[src/rtl/pwm_pkg.sv]
// Shared constants and FSM state encoding for the PWM frame generator and decoder.
package pwm_pkg;

  localparam int unsigned CHANNELS = 8;
  localparam int unsigned WINDOW   = 100;
  localparam int unsigned CW       = 7;

  typedef enum logic {
    SYNC = 1'b0,
    RUN  = 1'b1
  } state_t;

endpackage

[src/rtl/pwm_frame_deser.sv]
// Serial-to-parallel frame capture: shift register, latch-relative bit counter and
// SYNC/RUN framing FSM. Strobes are combinational and qualified by the latch cycle.
module pwm_frame_deser #(
  parameter int unsigned CHANNELS = pwm_pkg::CHANNELS
) (
  input  logic                clk,
  input  logic                reset,
  input  logic                s_in,
  input  logic                latch,
  output logic [CHANNELS-1:0] frame_c,
  output logic                good_c,
  output logic                err_c
);
  import pwm_pkg::*;

  localparam int unsigned      CNTW     = $clog2(2 * CHANNELS);
  localparam logic [CNTW-1:0]  CNT_MAX  = CNTW'(2 * CHANNELS - 1);
  localparam logic [CNTW-1:0]  CNT_FULL = CNTW'(CHANNELS);

  logic [CHANNELS-1:0] shift_q;
  logic [CNTW-1:0]     cnt_q;
  state_t              state_q;

  // Latch-cycle sample opens the next frame, so the counter reloads to 1 there.
  always_ff @(posedge clk) begin
    if (reset) begin
      shift_q <= '0;
      cnt_q   <= '0;
      state_q <= SYNC;
    end else begin
      shift_q <= CHANNELS'({shift_q, s_in});
      if (latch) begin
        cnt_q   <= CNTW'(1);
        state_q <= RUN;
      end else if (cnt_q != CNT_MAX) begin
        cnt_q <= cnt_q + CNTW'(1);
      end
    end
  end

  always_comb begin
    frame_c = shift_q;
    good_c  = latch && (state_q == RUN) && (cnt_q == CNT_FULL);
    err_c   = latch && (state_q == RUN) && (cnt_q != CNT_FULL);
  end

endmodule

[src/rtl/pwm_duty_decoder.sv]
// Deserializes latched PWM frames and publishes per-channel high-frame counts
// once every WINDOW good frames; malformed frames restart the window.
module pwm_duty_decoder #(
  parameter int unsigned CHANNELS = pwm_pkg::CHANNELS,
  parameter int unsigned WINDOW   = pwm_pkg::WINDOW,
  parameter int unsigned CW       = pwm_pkg::CW
) (
  input  logic                   clk,
  input  logic                   reset,
  input  logic                   s_in,
  input  logic                   latch,
  output logic [CHANNELS-1:0]    frame_q,
  output logic                   q_valid,
  output logic [CHANNELS*CW-1:0] duty_out,
  output logic                   duty_valid,
  output logic                   frame_err
);

  localparam int unsigned     WCW      = (WINDOW > 1) ? $clog2(WINDOW) : 1;
  localparam logic [WCW-1:0]  WIN_LAST = WCW'(WINDOW - 1);

  logic [CHANNELS-1:0] frame_c;
  logic                good_c;
  logic                err_c;
  logic                win_done_c;
  logic [CW-1:0]       acc_q [CHANNELS];
  logic [WCW-1:0]      win_q;

  pwm_frame_deser #(
    .CHANNELS (CHANNELS)
  ) u_deser (
    .clk     (clk),
    .reset   (reset),
    .s_in    (s_in),
    .latch   (latch),
    .frame_c (frame_c),
    .good_c  (good_c),
    .err_c   (err_c)
  );

  assign win_done_c = good_c && (win_q == WIN_LAST);

  // The closing frame's bits are folded directly into the published counts.
  always_ff @(posedge clk) begin
    if (reset) begin
      frame_q    <= '0;
      q_valid    <= 1'b0;
      duty_out   <= '0;
      duty_valid <= 1'b0;
      frame_err  <= 1'b0;
      win_q      <= '0;
      for (int unsigned c = 0; c < CHANNELS; c++) begin
        acc_q[c] <= '0;
      end
    end else begin
      q_valid    <= good_c;
      frame_err  <= err_c;
      duty_valid <= win_done_c;
      if (good_c) begin
        frame_q <= frame_c;
      end
      if (err_c) begin
        win_q <= '0;
        for (int unsigned c = 0; c < CHANNELS; c++) begin
          acc_q[c] <= '0;
        end
      end else if (win_done_c) begin
        win_q <= '0;
        for (int unsigned c = 0; c < CHANNELS; c++) begin
          duty_out[c*CW +: CW] <= acc_q[c] + CW'(frame_c[c]);
          acc_q[c]             <= '0;
        end
      end else if (good_c) begin
        win_q <= win_q + WCW'(1);
        for (int unsigned c = 0; c < CHANNELS; c++) begin
          acc_q[c] <= acc_q[c] + CW'(frame_c[c]);
        end
      end
    end
  end

endmodule

[config.mk]
export PLATFORM = sky130hd
export DESIGN_NAME = pwm_duty_decoder
export DESIGN_NICKNAME = d
export VERILOG_FILES = /design/src/rtl/pwm_pkg.sv /design/src/rtl/pwm_frame_deser.sv /design/src/rtl/pwm_duty_decoder.sv
export SDC_FILE = /design/constraint.sdc
export NUM_CORES = 1
export LEC_CHECK = 0
export CORE_ASPECT_RATIO = 1.4
export CORE_MARGIN = 2
export CORE_UTILIZATION = 52
export DETAILED_ROUTE_END_ITERATION = 12
export GPL_TIMING_DRIVEN = 0
export PLACE_DENSITY = 0.75
export SLEW_MARGIN = 5
export SYNTH_ARGS = -nofsm -noshare
export SYNTH_HDL_FRONTEND = slang
export SYNTH_SLANG_ARGS = --single-unit
[constraint.sdc]
create_clock -name clk -period 6.5 [get_ports clk]
set_clock_uncertainty 0.1 [all_clocks]
set_input_delay 1.625 -clock clk [delete_from_list [all_inputs] [get_ports clk]]
set_output_delay 1.625 -clock clk [all_outputs]
set_load 0.03 [all_outputs]
======== After elaboration in Yosys (flattened, before gate mapping) ========
Memories as Yosys holds them, arrays and structs flattened.
Index checks and enable logic that the tools add are counted.
word-level totals
  bits in registers ....................... 87
  memory bits (writable) .................. 56
  input port bits ......................... 4
  output and inout port bits .............. 67
  memories ................................ 1
memories
  name   depth  width  read ports  clocked after Yosys merged registers in  wr ports  line                    text
  acc_q  8      7      8           0                                        8         pwm_duty_decoder.sv:26  logic [CW-1:0] acc_q [CHANNELS];
cells by class
  add/sub/neg operators ................... 10
  equal/unequal tests ..................... 4
  multiplexer cells ....................... 40
  bitwise gates (word level) .............. 25
  reductions and logical operators ........ 8
operator list
  cell                                          count
  2-to-1 mux 7 bit                              24
  adder 7 x 1 -> 7 bit                          8
  OR 1 bit                                      24
  2-to-1 mux 1 bit                              16
  inequality test 4 bit, second input constant  2
  adder 7 x 1 -> 7 bit, second input constant   1
  equality test 7 bit, second input constant    1
  adder 4 x 1 -> 4 bit, second input constant   1
  equality test 4 bit, second input constant    1
  logical AND 1 bit                             4
  OR reduction 3 bit                            1
  AND reduction 2 bit                           1
  nonzero test 2 bit                            1
  OR reduction 2 bit                            1
  NOT 1 bit                                     1

======== Longest topological paths before layout ========
  depth in word-level cells ............... 9
  depth in mapped cells ................... 9

======== Hierarchy ========
From an unflattened synthesis, not the netlist that was laid out.
unflattened totals
  cells, all modules ...................... 572
  area, all modules ....................... 5921.9 um^2
by module, submodules not included
  module            instances  cells each  area an instance (um^2)  seq. area each (um^2)
  pwm_duty_decoder  1          527         5460.2                   3093.0
  pwm_frame_deser   1          45          461.7                    260.2

======== Worst setup path after synthesis ========
No wires, ideal clock.
  path type ............................... input to register
  start ................................... input port reset
  end ..................................... memory acc_q[0][0], enable pin
  data arrival time ....................... 3.068 ns
  data required time ...................... 5.992 ns
  slack ................................... 2.925 ns
  cell stages on the path ................. 3
  cells stage by stage .................... clkbuf_1 inv_1 nand2_1
RTL lines
  item         line                    text
  from (decl)  pwm_duty_decoder.sv:9   input logic reset,
  to (decl)    pwm_duty_decoder.sv:26

==> flow_summary.toml <==
[timing]
hold_ws_ns = 0.3548
finalMaxSlewViolations = 0
worstMarginPinSlew_ns = 0.6858
hold_viol_final = 0
clock.fmax_ghz = 0.2996
post-route-min-period_ns = 3.337
finalSetupTns_ns = 0
relSlewSlack = 0.5364
finalSetupViolations = 0
timing.final.ws_setup_ns = 3.163
grt_setup_unrepaired = "false"
finalCritPeriodShare = 0.5135

[routing]
drt-wirelength-per-cell_um = 15.98
first_iter_violations = 246
wirelength_um = 12180
vias = 4120
via_per_inst = 5.407
drc = 0
drt_pre_antenna_iters = 5
ant_nets = 0

[min_path]
hp-start = "frame_q[0]$_SDFFE_PP0P_"
min_path_type = "flip-flop to flip-flop"
min_to = "frame_q[0]$_SDFFE_PP0P_"
min_path_cells = 2

[power_and_ir_drop]
power.density_nw_per_um2 = 269.4
pwr-share-comb = 0.027
p_leak_nw = 2.520
irDropWorstVdd_v = 0.0002089
clockPowerShare = 0.475
power_switching_mw = 0.4074
swShare = 0.2123
p_int_mw = 1.511
power_frac_seq = 0.498

[layout]
layout-drive-gt1-share = 0.06763
final_cell_mix = "dfxtp_1, nor2_1, clkdlybuf4s50_1"
syn_to_final_growth_pct = 25.37
final_common_cell = "dfxtp_1"
n_antenna_cell = 0
final_area_um2 = 7123
nNetsFinal = 631
fill_cells = 837

[worst_setup_path]
r2r_setup_slack_ns = 4.05
endpoint_kind = "flip-flop"
cp.arrival_ns = 3.57
crit_path_frequent_cell = "clkbuf_1"
path_max_fanout = 10
rr_endpoint = "acc_q[0][26]$_SDFFCE_PN0P_"
cpPeakStageDelay_ns = 0.59
reg2reg_from = "win_q[2]$_SDFFE_PP0P_"
crit_path_start = "reset"
slowest_stage = "a211oi_1"
r2r_cells = 5
start_kind = "input port"
critical_path_class = "input port to flip-flop"
crit_required_ns = 6.74
critical_path.cell_chain = "clkbuf_1 -> nand3b_1 -> a211oi_1 -> clkbuf_1 -> nand2_1 -> a21oi_1"

[place]
io_buffers = 68
hpwl_um = 8534
gp_congestion = 0.8221
pre_cts_ws_ns = 2.792
post_dp_cell_area_um2 = 6561

[clock_network]
clk_pin_slew_worst_paths_ns = 0.06
cts_buffer_depth = 2
clk-insertion-delay-late_ns = 0.42
ctsResizeCount = 0
htree_levels = 4
cts_tree = "built"
cts_buffers = 17
cts_root_buf = "clkbuf_16"
cts_hold_buf = 0
cts_sinks = 143
post_cts_buffers = 0

[synth]
synth_xor_area_frac = 0.07245
avgSynthCellArea_um2 = 10.93
ys_ff_latch = 143
synth_nets = 543
yosys_warnings = 0
async_reset_ff_frac = 0
synth-adder-area-share = 0.04184
yosysUniqueCellTypes = 34
synthSimpleGateAreaFrac = 0.1634
muxShareOfSynthArea = 0.01409
synthCells = 520
ys_seq_area_frac = 0.5902
synth_edf_count = 49
syn_area_um2 = 5682
synth_compound_area_frac = 0.09645
yosys_most_used_dff = "dfxtp_1"
synth_top_family_by_area = "simple AND/OR/NAND/NOR gates"

[global_route]
grt_start_max_net_pins = 33
track_usage = 0.2208
grt_pass1_vias = 4076
antenna_found_initial = 0
grt_pass1_wl_um = 20150
overflow = 0

[floorplan]
die_area_um2 = 11790
core_area_um2 = 10750
die_x_um = 92.35
placementRows = 45
die_h_um = 127.7
num_io_pins = 71
initial_core_util = 0.5283

[job]
cap_viol_max_count = 0

[run_status]
status = "finished, final reports clean"
-- synth_stat cells (2+ instances only) --
| cell type | count | area share |
|---|---|---|
| nand3_1 | 40 | 0.035 |
| inv_1 | 6 | 0.0040 |
| dfxtp_1 | 94 | 0.33 |
| nand2_1 | 29 | 0.019 |
| nand3b_1 | 2 | 0.0026 |
| edfxtp_1 | 49 | 0.26 |
| xor2_1 | 26 | 0.040 |
| nor2b_1 | 9 | 0.0099 |
| mux2i_1 | 8 | 0.014 |
| buf_2 | 8 | 0.0070 |
| a211oi_1 | 25 | 0.033 |
| clkbuf_1 | 13 | 0.0086 |
| o21ai_0 | 2 | 0.0018 |
| and2_1 | 15 | 0.017 |
| a21oi_1 | 17 | 0.015 |
| and3_1 | 6 | 0.0066 |
| ha_1 | 19 | 0.042 |
| nor3_1 | 7 | 0.0062 |
| nor2_1 | 85 | 0.056 |
| xnor2_1 | 21 | 0.032 |
| a22o_1 | 12 | 0.018 |
| o2bb2ai_1 | 15 | 0.023 |
-- worst max-delay path by stage --
stage | end | slack [ns] | cells after the start
after global placement | acc_q[1][25]$_SDFFCE_PN0P_ | 2.07 | 3
after floorplan | acc_q[0][0]$_SDFFCE_PN0P_ | 2.92 | 3
after global routing | acc_q[1][19]$_SDFFCE_PN0P_ | 2.99 | 6
final | acc_q[1][0]$_SDFFE_PP0P_ | 3.16 | 6
after CTS | acc_q[1][0]$_SDFFE_PP0P_ | 3.19 | 6
after detailed placement | acc_q[1][26]$_SDFFCE_PN0P_ | 2.79 | 6
-- final cells by class --
cell class	count	area, um2	share of cell area
Buffer	23	100.1	0.01405
Tap cell	141	176.4	0.02477
Inverter	6	22.52	0.003162
Multi-Input combinational cell	348	2208	0.3100
Clock buffer	22	474.2	0.06657
Clock inverter	10	87.58	0.01230
Timing Repair Buffer	69	700.7	0.09837
Sequential cell	143	3353	0.4708
-- state kept, by name, summed over array words and instances, names as in the netlist --
name             flops
acc_q               56
duty_out            56
frame_err            1
win_q                7
u_deser.cnt_q        4
duty_valid           1
frame_q              8
u_deser.state_q      1
u_deser.frame_c      8
q_valid              1
-- critical path: cells and delay by family --
| family | cells | cell delay (ns) |
|---|---|---|
| AND/OR/NAND/NOR | 2 | 0.48 |
| AO/OA/AOI/OAI | 2 | 0.75 |
| buffers and inverters | 2 | 0.71 |
-- stage by stage --
step	cells	total power, mW	util
floorplan	520	1.006	-
global placement	729	1.022	0.6080
detailed placement	730	1.025	0.6101
CTS	762	1.924	0.6624
global route	762	1.973	0.6624
finish	762	1.919	0.6624
-- routing by layer --
metal / track usage / wire, um
met2: 0.3688 / 6298
met4: 0.08780 / 268
met1: 0.2755 / 5092
met3: 0.05409 / 520
met5: 0 / 0
-- power groups by stage --
stage                     logic (mW)  registers [mW]  clock network, mW
after global routing          0.0570           0.958              0.958
final                         0.0511           0.956              0.912
after floorplan               0.0343           0.972                  0
after CTS                     0.0513           0.955              0.917
after global placement        0.0477           0.975                  0
after detailed placement      0.0509           0.974                  0
-- logic make-up after synthesis --
family          after synthesis
xor+xnor                     47
compound gates               75
buf+inv                      29
simple gates                199
flops                       143
fa+ha+maj                    19
mux                           8
Power figures use the tool's default switching activity.
